$ cat config.mk
export PLATFORM = sky130hd
export DESIGN_NAME = sfft_peak_picker
export DESIGN_NICKNAME = d
export VERILOG_FILES = /design/src/rtl/sfft_peak_picker.sv
export SDC_FILE = /design/constraint.sdc
export NUM_CORES = 1
export LEC_CHECK = 0
export CORE_UTILIZATION = 45
export DETAILED_ROUTE_END_ITERATION = 10
export HOLD_SLACK_MARGIN = 0.05
export PLACE_DENSITY = 0.66
export SKIP_LAST_GASP = 1
export SLEW_MARGIN = 20
export SYNTH_ARGS = -nofsm -noshare
export SYNTH_HDL_FRONTEND = slang
export SYNTH_SLANG_ARGS = --single-unit
$ cat constraint.sdc
create_clock -name clk -period 6.89 [get_ports clk]
set_input_delay 1.378 -clock clk [delete_from_list [all_inputs] [get_ports clk]]
set_output_delay 1.378 -clock clk [all_outputs]
set_load 0.05 [all_outputs]
$ cat src/rtl/sfft_peak_picker.sv
// rtl/sfft_peak_picker.sv - sweeps an SFFT spectrum and publishes the K largest-magnitude bins
// Optional feature macro: PEAK_SKIP_DC_EN (exclude bin 0 from the sweep)
module sfft_peak_picker #(
    parameter int FREQS  = 4,
    parameter int ADDR_W = 3,
    parameter int IN_W   = 32,
    parameter int AMPL_W = 24,
    parameter int K      = 6
) (
    input  logic                  clk,
    input  logic                  reset,
    input  logic                  OutputValid,
    input  logic [IN_W-1:0]       SFFT_OutReal,
    output logic [ADDR_W-1:0]     output_address,
    output logic [K*ADDR_W-1:0]   peak_bin,
    output logic [K*AMPL_W-1:0]   peak_ampl,
    output logic [3:0]            peak_count,
    output logic                  peaks_valid,
    output logic                  busy
);

    typedef enum logic [2:0] {IDLE, CLEAR, SCAN, DRAIN, DONE} state_t;

`ifdef PEAK_SKIP_DC_EN
    localparam logic [ADDR_W-1:0] FIRST_BIN = ADDR_W'(1);
`else
    localparam logic [ADDR_W-1:0] FIRST_BIN = '0;
`endif
    localparam logic [ADDR_W-1:0] LAST_BIN = ADDR_W'(FREQS - 1);
    localparam logic [3:0]        K_CNT    = 4'(K);

    state_t              state, nextState;
    logic                ovQ, cmpEn, start, abort, doInsert;
    logic [ADDR_W-1:0]   binQ;
    logic [ADDR_W-1:0]   tblBin [K];
    logic [AMPL_W-1:0]   tblAmp [K];
    logic [3:0]          tblCnt;
    logic [ADDR_W-1:0]   nBin [K];
    logic [AMPL_W-1:0]   nAmp [K];
    logic [IN_W-1:0]     magFull;
    logic [AMPL_W-1:0]   newAmp;
    logic [K-1:0]        gt;

    // Unsigned negation makes the most-negative input land on 2^(IN_W-1), the largest magnitude.
    always_comb begin
        magFull = SFFT_OutReal[IN_W-1] ? -SFFT_OutReal : SFFT_OutReal;
        newAmp  = (|magFull[IN_W-1:AMPL_W]) ? '1 : magFull[AMPL_W-1:0];
    end

    assign start = OutputValid & ~ovQ;

    always_comb begin
        nextState = state;
        abort     = 1'b0;
        busy      = (state != IDLE);
        case (state)
            IDLE:  if (start) nextState = CLEAR;
            CLEAR: nextState = SCAN;
            SCAN:  if (output_address == LAST_BIN) nextState = DRAIN;
            DRAIN: nextState = DONE;
            DONE:  nextState = IDLE;
            default: nextState = IDLE;
        endcase
        if ((state == CLEAR || state == SCAN || state == DRAIN) && !OutputValid) begin
            abort     = 1'b1;
            nextState = IDLE;
        end
    end

    always_ff @(posedge clk or negedge reset) begin
        if (!reset) state <= IDLE;
        else        state <= nextState;
    end

    // Table is kept sorted descending, so gt is 0..0 1..1 and its first 1 is the insert point.
    always_comb begin
        for (int i = 0; i < K; i++) begin
            gt[i]   = newAmp > tblAmp[i];
            nBin[i] = tblBin[i];
            nAmp[i] = tblAmp[i];
        end
        if (gt[0]) begin
            nBin[0] = binQ;
            nAmp[0] = newAmp;
        end
        for (int i = 1; i < K; i++) begin
            if (gt[i]) begin
                nBin[i] = gt[i-1] ? tblBin[i-1] : binQ;
                nAmp[i] = gt[i-1] ? tblAmp[i-1] : newAmp;
            end
        end
        doInsert = cmpEn && (state == SCAN || state == DRAIN) && (newAmp != '0) && gt[K-1];
    end

    always_ff @(posedge clk or negedge reset) begin
        if (!reset) begin
            ovQ            <= 1'b0;
            cmpEn          <= 1'b0;
            binQ           <= '0;
            output_address <= '0;
            peak_bin       <= '0;
            peak_ampl      <= '0;
            peak_count     <= '0;
            peaks_valid    <= 1'b0;
            tblCnt         <= '0;
            for (int i = 0; i < K; i++) begin
                tblBin[i] <= '0;
                tblAmp[i] <= '0;
            end
        end else begin
            ovQ         <= OutputValid;
            cmpEn       <= (state == SCAN);
            binQ        <= output_address;
            peaks_valid <= 1'b0;
            if (doInsert) begin
                for (int i = 0; i < K; i++) begin
                    tblBin[i] <= nBin[i];
                    tblAmp[i] <= nAmp[i];
                end
                if (tblCnt != K_CNT) tblCnt <= tblCnt + 4'd1;
            end
            case (state)
                CLEAR: begin
                    output_address <= FIRST_BIN;
                    tblCnt         <= '0;
                    for (int i = 0; i < K; i++) begin
                        tblBin[i] <= '0;
                        tblAmp[i] <= '0;
                    end
                end
                SCAN: if (output_address != LAST_BIN) output_address <= output_address + 1'b1;
                DONE: begin
                    output_address <= '0;
                    peaks_valid    <= 1'b1;
                    peak_count     <= tblCnt;
                    for (int i = 0; i < K; i++) begin
                        peak_bin[i*ADDR_W +: ADDR_W]  <= tblBin[i];
                        peak_ampl[i*AMPL_W +: AMPL_W] <= tblAmp[i];
                    end
                end
                default: ;
            endcase
            if (abort) output_address <= '0;
        end
    end

endmodule

After elaboration in Yosys (flattened, before gate mapping). Index checks and enable logic that the tools add are counted.

$lt $le $gt $ge: 6. $add $sub $neg: 3. Bitwise operators: 2. Eq/ne operators: 10. Reduce and logical (&&, ||, !) cells: 31. Muxes and demuxes: 40.

Operators with widths (count): 144-bit two-way mux (2); 24-bit two-way mux (12); 24-bit greater-than comparator (6); 3-bit two-way mux (16); 18-bit two-way mux (2); 32-bit two-way mux (1); 32-bit negator (1); 24-bit nonzero test (1); 2-bit AND reduction (9); 2-bit nonzero test (8); 4-bit two-way mux (3); 3-bit case mux with 4 select lines (1); 3-bit by 2-bit == test with 1-bit output (second input constant) (3); 3-bit by 2-bit inequality test with 1-bit output (second input constant) (3); 8-bit OR reduction (1); 3-bit case mux with 2 select lines (1); 3-bit nonzero test (2); 4-bit by 1-bit adder with 4-bit output (second input constant) (1); 1-bit logical AND (4); 4-bit by 3-bit inequality test with 1-bit output (second input constant) (1); 3-bit by 1-bit adder with 3-bit output (second input constant) (1); 3-bit by 1-bit == test with 1-bit output (second input constant) (1); 3-bit == test (second input constant) (1); 3-bit logical NOT (1); 7 further kinds (10).

Output and inout bits: 171. Register bits after elaboration: 344. Word-level logic and storage cells: 114.

Logic depth before layout (Yosys ltp).
Depth after elaboration: 9. Gate-level depth with buffers: 24. Mapped depth without buffers: 20.

Worst setup path before layout. OpenSTA, ideal clock, no wires.

Path type: input -> register. Start: input port SFFT_OutReal[0]. End: register tblAmp[62] (netlist bit). Data arrival time: 6.650 ns. Cell stages on the path: 22. Data required time: 6.763 ns. Setup time: 0.127 ns. Path buffers: 4. Setup slack: 0.113 ns. Cells stage by stage: inv_1 ha_1 nor3b_1 nand4_1 or3_1 o211ai_1 and4_1 and3_1 clkbuf_1 clkbuf_1 nand2_1 ha_1 a21o_1 a211oi_1 a21oi_1 or4b_2 a221oi_1 a31o_2 buf_2 clkbuf_1 mux2i_1 mux2i_1.

Cells in the longest elaborated chain, start to end: 9. Elaborated cells between the ends (all ways): 17. Those cells by class: add/sub: 1; order compare: 3; mux: 6; reduce/logical: 7.

Ends and longest elaborated chain: from (decl) (line 13) `input logic [IN_W-1:0] SFFT_OutReal,`; 32-bit negator (line 46) `magFull = SFFT_OutReal[IN_W-1] ? -SFFT_OutReal : SFFT_OutReal;`; 32-bit two-way mux (*) (line 46); 8-bit OR reduction (line 47) `newAmp = (|magFull[IN_W-1:AMPL_W]) ? '1 : magFull[AMPL_W-1:0];`; 24-bit two-way mux (*) (line 47); 24-bit greater-than comparator / 24-bit nonzero test (equally long branches) (line 78, 92); 24-bit two-way mux / 1-bit logical AND (equally long branches) (line 89, 92); 24-bit two-way mux / 1-bit logical AND (equally long branches) (line 87, 92); 144-bit two-way mux / 2-bit nonzero test (equally long branches); 144-bit two-way mux / 2-bit AND reduction (equally long branches); to (signal, indexed assignment) (line 118) `tblAmp[i] <= nAmp[i];`; to (decl) (line 36) `logic [AMPL_W-1:0] tblAmp [K];`.

Every way passes the cells marked *; elsewhere a longest branch is shown, timed or not. The select of a mux whose other input is x is not followed. A chain may end at the register's enable or synchronous reset.

Worst setup path in the final report.
Start: input port SFFT_OutReal[1]. End: register tblAmp[119] (netlist bit).

Same word-level chain as after synthesis.

==> run summary <==
Clock net sink count = 344
Peak VDD IR = 0.172 mV
Cells after synthesis = 1822
Setup crit end kind = register
N_diodes = 0
Root Driver = clkbuf_16
Filler cells = 3680
Number of routed nets with antenna violations = 0
Die area = 44200 um^2
Pleak = 10.2 nW
Worst r2r dst = tblAmp[88]$_DFFE_PN0P_
Post-Route Setup TNS = 0 ps
Global-route wire length before repair = 83800 um
Via Count = 14800
Flops & latches, synth = 344
Clock Power Share = 0.337
Final Skew = 27.0 ps
Max Freq = 150 MHz
Register area share after synthesis = 0.441
Hold_buf cts = 0
Total CTS buffers = 38
Syn avg cell area = 10.7 um^2
Die height = 210 um
Clock Latency Late Sink = 540 ps
Crit path to = tblAmp[119]$_DFFE_PN0P_
DP Wirelength = 38800 um
Drt via density = 5.49
Critical Path Fanout Max = 16
Placer Congestion = 0.873
Reg2reg path depth = 13
DR pass1 iterations = 8
Hold Crit Class = register to register
Sw power = 1.92 mW
GR Util All Layers = 0.239
Post-synth ARST share = 1.00
Longest Clk Path Bufs = 3
RR Startpoint = tblAmp[21]$_DFFE_PN0P_
Slew @ Worst Pin = 1090 ps
Register area = 8610 um^2
# Max-Cap Violations = 0
Global route overflow = 0
Dpl cells = 2624
Drt total wl = 52500 um
Highest-count cells in the layout ignoring fill and taps = dfrtp_1, mux2i_1, clkdlybuf4s50_1, mux2_2, nand2_1
Post-Syn Nets = 2006
Crit path kind = primary input to register
Setup violators final = 0
CP Launch Type = primary input
Top FF cell, synth = dfrtp_1
Area delta synth->final = 23.2%
IO Pins = 206
Worst-path clk slew = 60 ps
Post-synth EDFFs = 0
Worst Path Required = 7330 ps
Rel. slew slack = 0.273
Synth unique cells = 65
RSZ-0062 raised after global routing = yes
Pint = 3.99 mW
Share of cells above drive strength 1 = 0.173
Rows = 75
Nets@finish = 2274
Fin cells = 2685
Routed len/inst = 19.6 um
Total power = 5.91 mW
Final hold viol count = 0
Commonest non-fill, non-tap cell in the layout = dfrtp_1
Antenna violations before repair = 0
CTS tree = yes
Area of the multi-input gates = 10000 um^2
Core box area = 42400 um^2
PD cells = 246 nW/um^2
H-tree depth = 2
Critical Path Start = SFFT_OutReal[1]
Reg power frac = 0.407
Starting density of the core = 0.460
Max Slew Vio Count = 0
Switching share of power = 0.324
Combinational share of power = 0.255
Port Buf Inserts = 205
Die W = 210 um
Period utilization = 0.969
Worst slack at placement = -351 ps
Largest net degree at the start of global routing = 174
Status = completed
# DRC = 0
Util after Layout = 0.567
1st-iter DRT viols = 900
Crit path DAT = 7120 ps
Synthesized area = 19500 um^2
Vias in the first global route = 15100
Worst reg2reg setup slack = 3390 ps
Min Tclk post-route = 6680 ps
Final worst slack = 213 ps
YS warnings = 0
[per-layer routing]
metal	vias to the layer above	GRT usage	part of all wire
met5	-	0	0
met4	0	0.0649	0.023
met3	75	0.0347	0.045
met2	333	0.392	0.47
met1	7357	0.330	0.46
li1	6985	-	-
[what timing repair did]
action | in CTS | in global routing
buffers inserted | 0 | 2
resized for setup | 0 | 5
setup endpoints to repair | 0 | 83
[cells by family (layout without fill, tap and decap cells)]
| logic type | Yosys count | count (layout) | synth area share |
|---|---|---|---|
| flip-flops | 344 | 344 | 0.441 |
| AND/OR/NAND/NOR | 409 | 410 | 0.102 |
| AO/OA/AOI/OAI | 237 | 237 | 0.0742 |
| buffers and inverters | 242 | 527 | 0.0507 |
| multiplexers | 416 | 416 | 0.225 |
| adder cells (fa/ha/maj) | 149 | 149 | 0.0955 |
| XOR/XNOR | 25 | 25 | 0.0112 |
[flip-flops by register name, indices dropped and copies added, names as in the netlist]
| signal | flops |
|---|---|
| binQ | 3 |
| tblCnt | 4 |
| cmpEn | 1 |
| ovQ | 1 |
| output_address | 3 |
| peaks_valid | 1 |
| tblBin | 18 |
| state | 3 |
| tblAmp | 144 |
| peak_ampl | 144 |
| peak_bin | 18 |
| peak_count | 4 |
[synthesized netlist by cell type, types with 3 or more instances]
| master | n | area (um^2) |
|---|---|---|
| dfrtp_1 | 344 | 8610 |
| mux2i_1 | 226 | 2260 |
| mux2_2 | 175 | 1970 |
| nand2_1 | 165 | 619 |
| inv_1 | 153 | 574 |
| ha_1 | 149 | 1860 |
| o21ai_0 | 94 | 470 |
| clkbuf_1 | 67 | 251 |
| nor2_1 | 57 | 214 |
| nand3_1 | 54 | 270 |
| a21oi_1 | 50 | 250 |
| nand4_1 | 27 | 169 |
| a21o_1 | 22 | 165 |
| or3_1 | 17 | 106 |
| xor2_1 | 16 | 140 |
| mux2_1 | 15 | 169 |
| nor3_1 | 14 | 70.1 |
| nor2b_1 | 13 | 81.3 |
| and3_1 | 12 | 75.1 |
| nor4_1 | 10 | 62.6 |
| a211oi_1 | 9 | 67.6 |
| buf_6 | 9 | 101 |
| xnor2_1 | 9 | 78.8 |
| o21a_1 | 8 | 60.1 |
| o31ai_1 | 8 | 60.1 |
| or4_1 | 8 | 60.1 |
| buf_2 | 6 | 30.0 |
| a31oi_1 | 5 | 31.3 |
| and4_1 | 5 | 43.8 |
| o2111ai_1 | 5 | 43.8 |
| o211ai_1 | 5 | 37.5 |
| a221oi_1 | 4 | 35.0 |
| buf_1 | 4 | 15.0 |
| nand2b_1 | 4 | 25.0 |
| nor2_4 | 4 | 45.0 |
| nor3b_1 | 4 | 30.0 |
| a2111oi_0 | 3 | 26.3 |
| a31o_2 | 3 | 26.3 |
[critical path, stage by stage]
cell	delay (ps)
clkdlybuf4s50_1	450
inv_1	100
ha_1	160
nor3b_1	200
buf_4	150
nand4_1	260
or3_1	440
o211ai_1	110
and4_1	220
and3_1	240
buf_4	250
o211ai_1	300
buf_4	270
ha_1	300
nor2b_1	150
o21a_1	120
o211ai_1	90
a311oi_1	380
buf_4	180
or3_1	160
o21ai_4	100
nor2_2	840
mux2i_1	260
[cell type report]
type                    instances  share of cell area
flip-flops and latches        344               0.358
repair buffers                315               0.122
clock buffers                  50              0.0448
well taps                     577              0.0300
multi-input cells            1237               0.416
clock inverters                 8             0.00510
inverters                     154              0.0240
[power groups by stage]
stage | sequential, mW | clock [mW] | combinational (mW)
6_report | 2.41 | 1.99 | 1.51
5_1_grt | 2.44 | 2.12 | 1.61
4_1_cts | 2.41 | 2.04 | 1.52
3_5_place_dp | 2.44 | 0 | 1.51
3_3_place_gp | 2.44 | 0 | 1.49
2_1_floorplan | 2.89 | 0 | 0.492
[metrics by stage]
stage	area (um^2)	hold slack, ps
global route	24100	461
global placement	22800	446
floorplan	19500	474
CTS	24000	446
finish	24100	437
detailed placement	22800	429
[worst min path at each step]
stage                                   from                        to  slack, ps  cells after the start
6_report       output_address[1]$_DFFE_PN0P_         binQ[1]$_DFF_PN0_        440                      0
5_1_grt        output_address[2]$_DFFE_PN0P_         binQ[2]$_DFF_PN0_        460                      0
4_1_cts        output_address[1]$_DFFE_PN0P_         binQ[1]$_DFF_PN0_        450                      0
3_5_place_dp   output_address[1]$_DFFE_PN0P_         binQ[1]$_DFF_PN0_        430                      0
3_3_place_gp   output_address[2]$_DFFE_PN0P_         binQ[2]$_DFF_PN0_        450                      0
2_1_floorplan          tblBin[0]$_DFFE_PN0P_  peak_bin[15]$_DFFE_PN0P_        470                      1
Power figures use the tool's default switching activity.
==> RTL edit 1, RTL diff (same settings) <==
The parameter `K` goes from 6 to 3.
--- a/src/rtl/sfft_peak_picker.sv
+++ b/src/rtl/sfft_peak_picker.sv
@@ -5,7 +5,7 @@
     parameter int ADDR_W = 3,
     parameter int IN_W   = 32,
     parameter int AMPL_W = 24,
-    parameter int K      = 6
+    parameter int K      = 3
 ) (
     input  logic                  clk,
     input  logic                  reset,
Ports: changed (resized peak_ampl and peak_bin); port bits go from 206 to 125. No check against the original RTL was run, so the function may have changed too.
==> RTL edit 1 against the original RTL <==
Critical path depth is 2 lower. Clock power is 53% lower. Sequential cell count is 162 lower. Non-clock buffer count is 141 lower. Worst setup slack better by 0.20 ns. Sequential power is 49% lower. Final area is 45% lower. Hold slack worse by 0.016 ns. Synthesized area is 44% lower. Power is 52% lower. Wire length is 47% lower. Critical path type unchanged.
==> RTL edit 1: results (changes against the original RTL) <==
metric	value	unit	change
status	completed		unchanged
Met3 Routed Length	1220	um	was 2370 um
skew final	0.0120	ns	was 0.0270 ns
largest net degree at the start of global routing	71		was 174
Placement Setup Slack	-0.00615	ns	was -0.351 ns
hpwl dp	20800	um	was 38800 um
worst-margin pin slew	0.869	ns	was 1.09 ns
Final nets	1318		was 2274
Worst Path Arrival	6.84	ns	was 7.12 ns
Synth Area in Compound Gates	0.103		was 0.0742
adder-cell share of the synthesized area	0.0873		was 0.0955
H-tree depth	4		was 2
Logic inverters	109		was 154
Non-clk bufs	174		was 315
CTS sink cnt	182		was 344
Max FO, Critical Path	29		was 16
share of layout cells above drive strength 1	0.152		was 0.173
VDD IR max	169	uV	was 172 uV
worst setup path start	SFFT_OutReal[10]		was SFFT_OutReal[1]
Reg2Reg Capture Point	tblAmp[20]		was tblAmp[88]
xor/xnor share of the synthesized area	0.0217		was 0.0112
Layout clock buffers	18		was 50
commonest cells in the netlist	dfrtp_1, inv_1, nand2_1, mux2i_1, mux2_2		was dfrtp_1, mux2i_1, mux2_2, nand2_1, inv_1
Regs by FF count	peak_ampl x72, tblAmp x72		was peak_ampl x144, tblAmp x144
vias per cell	5.54		was 5.49
Clock Tree Buf Depth	2		was 3
post-synthesis mux area share	0.175		was 0.225
syn_nets	1186		was 2006
GRT Util Overall	0.233		was 0.239
Tcrit/Tclk final	0.940		was 0.969
origin of the critical flop-to-flop path	tblAmp[27]		was tblAmp[21]
GRT met1 Usage	0.345		was 0.330
GR Util met2	0.356		was 0.392
crit path capture	tblAmp[67]		was tblAmp[119]
flop2flop setup slack	3.97	ns	was 3.39 ns
count of cell types in the netlist	66		was 65
Post-Route M1 WL	13700	um	was 24400 um
fillers	2072		was 3680
multi-input combinational area share	0.424		was 0.416
worst r2r path cells	11		was 13
placer congestion estimate	0.925		was 0.873
CTS Buf Count	17		was 38
port bufs	124		was 205
Seq/total area	0.345		was 0.358
drt first pass iters	5		was 8
largest cells by area after synthesis	dfrtp_1, mux2_2, ha_1		was dfrtp_1, mux2i_1, mux2_2
first-pass GRT wire length	44400	um	was 83800 um
Final clock-cell share	0.0432		was 0.0499
WL met2	12200	um	was 24500 um
==> RTL edit 1: through the flow <==
stage / power [mW] / instance area [um^2] / TNS, ns / std cells / util
floorplan: 1.65 / 10900 / 0 / 1075 / -
global placement: 1.89 / 12600 / -0.00490 / 1507 / 0.536
detailed placement: 1.90 / 12600 / -0.00615 / 1507 / 0.536
CTS: 2.85 / 13200 / 0 / 1539 / 0.560
global route: 2.96 / 13200 / -0.00329 / 1539 / 0.560
finish: 2.83 / 13200 / 0 / 1539 / 0.560
==> RTL edit 1: report_power, final <==
| part | internal (mW) | switching (mW) | total [mW] |
|---|---|---|---|
| registers | 1.15 | 0.0871 | 1.24 |
| clock network | 0.488 | 0.457 | 0.945 |
| logic | 0.257 | 0.388 | 0.645 |
==> RTL edit 1: critical path: stages <==
cell             delay (ns)
clkdlybuf4s50_1        0.48
or4_1                  0.69
nor4_1                 0.34
buf_4                  0.18
a311o_1                0.16
o2111ai_1              0.13
nor4_2                 0.35
nand2_1                0.14
buf_12                 0.18
nor2_1                 0.17
inv_2                  0.12
buf_4                  0.18
ha_1                   0.29
nand3_1                0.13
nor4_1                 0.30
inv_1                  0.12
nor4_1                 0.60
nor2_1                 0.22
o211ai_4               0.14
buf_12                 0.26
mux2i_1                0.23
==> RTL edit 1: how the worst min path moves through the flow <==
stage	slack, ns	startpoint	cells past startpoint	to
detailed placement	0.41	output_address[2]	0	binQ[2]
floorplan	0.48	tblBin[0]	1	peak_bin[6]
global placement	0.41	output_address[2]	0	binQ[2]
global route	0.45	output_address[2]	0	binQ[2]
CTS	0.44	output_address[2]	0	binQ[2]
finish	0.42	output_address[2]	0	binQ[2]
==> RTL edit 1: what timing repair did <==
item	CTS	global route
resized for setup	0	2
endpoints found under the setup margin	0	39
hold buffers	0	0
endpoints found under the hold margin	0	0
==> RTL edit 2, RTL diff (config.mk and constraints unchanged) <==
Without the edit above. Reset style: synchronous (`reset`), changed in 2 clocked blocks.
--- a/src/rtl/sfft_peak_picker.sv
+++ b/src/rtl/sfft_peak_picker.sv
@@ -67,7 +67,7 @@
         end
     end
 
-    always_ff @(posedge clk or negedge reset) begin
+    always_ff @(posedge clk) begin
         if (!reset) state <= IDLE;
         else        state <= nextState;
     end
@@ -92,7 +92,7 @@
         doInsert = cmpEn && (state == SCAN || state == DRAIN) && (newAmp != '0) && gt[K-1];
     end
 
-    always_ff @(posedge clk or negedge reset) begin
+    always_ff @(posedge clk) begin
         if (!reset) begin
             ovQ            <= 1'b0;
             cmpEn          <= 1'b0;
Check against the original RTL: differs if reset is asserted again (counterexample within 4 cycles, from zero or initial values and one cycle with reset low); with reset held inactive, the same outputs for 4 cycles.
==> RTL edit 2 against the original RTL <==
The run now ends with design-rule violations left. Worst setup slack better by 0.22 ns. Clock skew is 0.014 ns lower. Sequential cell count stayed put. Wire length grew 9.2%. Count of clock-buffer cells in the layout increased by 15. Final area is 6.6% lower. Synthesized area is 7.5% lower. Critical path type unchanged. Critical endpoint is now tblAmp[3][12]. Largest cell class unchanged. Highest routed layer unchanged.
Power is not compared: it rests on default switching activity, and its combinational part moved more than twofold at a synthesized area within 25%.
==> RTL edit 2: results (changes against the original RTL) <==
metric	value	unit	change
largest cells by area after synthesis	edfxtp_1, dfxtp_1, ha_1		was dfrtp_1, mux2i_1, mux2_2
CP max stage cell	or4_1		was nor2_2
commonest cells in the netlist	nand2_1, a21oi_1, nor2_1, dfxtp_1		was dfrtp_1, mux2i_1, mux2_2, nand2_1, inv_1
DR WL/cell	20.5	um	was 19.6 um
status	finished, violations left		was completed
Regs by FF count	peak_ampl x144, tblAmp x144		unchanged
clock latency on the worst-skew pair	0.56	ns	was 0.54 ns
failing checks	design-rule violations		
clock-pin slew on the worst setup and hold paths	0.06	ns	about the same
GR Util met2	0.466		was 0.392
Final nets	2429		was 2274
VDD IR max	134	uV	
Leak Pwr	8.16	nW	
count of cell types in the netlist	60		was 65
kind of cell adding the most delay to the critical path	simple AND/OR/NAND/NOR gates		unchanged
Synth async-reset ratio	0		was 1.00
hpwl dp	43200	um	was 38800 um
GRT Util Overall	0.279		was 0.239
GRT met1 Usage	0.360		was 0.330
Top FF cell, synth	dfxtp_1		was dfrtp_1
met3 Usage GRT	0.0530		was 0.0347
dpl cell area	21200	um^2	was 22800 um^2
placed cell count	2729		was 2624
worst-margin pin slew	0.971	ns	was 1.09 ns
Post-synth EDFFs	162		was 0
max incr delay on CP	0.57	ns	was 0.84 ns
Synth warnings	0		unchanged
Cell Int Power	3.58	mW	
CTS Buf Count	39		was 38
first-pass GRT wire length	87400	um	was 83800 um
Worst Path Arrival	6.77	ns	was 7.12 ns
Avg Cell Area, Syn	8.92	um^2	was 10.7 um^2
Initial DRC Count	1107		was 900
syn_nets	2211		was 2006
via count	15656		was 14750
largest net degree at the start of global routing	113		was 174
sequential-to-total area share from yosys stat	0.471		was 0.441
port bufs	205		unchanged
Max FO, Critical Path	51		was 16
Hold Crit Class	reg2reg		unchanged
share of layout cells above drive strength 1	0.0743		was 0.173
vias in the first global route	15083		was 15093
skew final	0.0133	ns	was 0.0270 ns
placer congestion estimate	0.945		was 0.873
total grt overflow	0		unchanged
DRC viols	1		was 0
final WL	57400	um	was 52500 um
Placement Setup Slack	-0.0500	ns	was -0.351 ns
## RTL edit 2: cell types whose count changed after synthesis, moves of 18 or more
cell / unedited run / this run
mux2_2: 175 / 0
nand2_1: 165 / 394
o21ai_0: 94 / 48
edfxtp_1: 0 / 162
mux2i_1: 226 / 46
dfrtp_1: 344 / 0
a211oi_1: 9 / 76
dfxtp_1: 0 / 182
nor2_1: 57 / 186
clkbuf_1: 67 / 96
nand3_1: 54 / 21
a21oi_1: 50 / 225
a311oi_1: 2 / 20
## RTL edit 2: tightest hold or removal path: stages (launching register included)
cell	delay, ns
dfxtp_1	0.30
nand2_1	0.05
a21oi_1	0.05
## RTL edit 2: stage by stage
| stage | hold slack [ns] | TNS (ns) |
|---|---|---|
| 2_1_floorplan | 0.452 | -9.63 |
| 3_3_place_gp | 0.443 | 0 |
| 3_5_place_dp | 0.446 | -0.663 |
| 4_1_cts | 0.454 | 0 |
| 5_1_grt | 0.466 | 0 |
| 6_report | 0.453 | 0 |
## RTL edit 2: area by class of cell
cell class                 count  area, um^2
fill                        3586       17200
multi-input combinational   1401        8510
sequential                   344        8510
timing repair buffer         296        2910
clock buffer                  65        1220
tap                          525         657
inverter                     163         614
clock inverter                 6        33.8
## RTL edit 2: kinds of logic (layout without fill, tap and decap cells)
group | Yosys count | in the layout | synth area share
xor gates and xnor gates | 23 | 23 | 0.0111
DFF | 344 | 344 | 0.471
adders and majority gates | 149 | 149 | 0.103
and+or+nand+nor | 723 | 723 | 0.169
muxes | 46 | 46 | 0.0255
AOI/OAI and AO/OA | 460 | 460 | 0.157
buffers and inverters | 282 | 530 | 0.0636
## RTL edit 2: power groups by stage
stage	Sequential [mW]	Combinational, mW	Clock (mW)
3_3_place_gp	2.31	0.438	0
6_report	2.27	0.452	2.04
2_1_floorplan	2.28	0.273	0
4_1_cts	2.27	0.449	2.08
5_1_grt	2.27	0.497	2.17
3_5_place_dp	2.31	0.446	0
## RTL edit 2: path summary, 6_finish.rpt
kind,startpoint,endpoint,slack [ns],cells past startpoint
max reg2reg,tblAmp[5][23],tblAmp[3][12],3.61,12
min reg2reg,peak_ampl[50],peak_ampl[50],0.45,2
min,peak_ampl[50],peak_ampl[50],0.45,2
max,SFFT_OutReal[17],tblAmp[3][12],0.43,20
## RTL edit 2: per-layer routing
| metal | wire length (um) | up-vias |
|---|---|---|
| met5 | 0 | - |
| met4 | 2020 | 0 |
| met3 | 3830 | 118 |
| met2 | 27300 | 551 |
| met1 | 24200 | 7469 |
| li1 | - | 7518 |
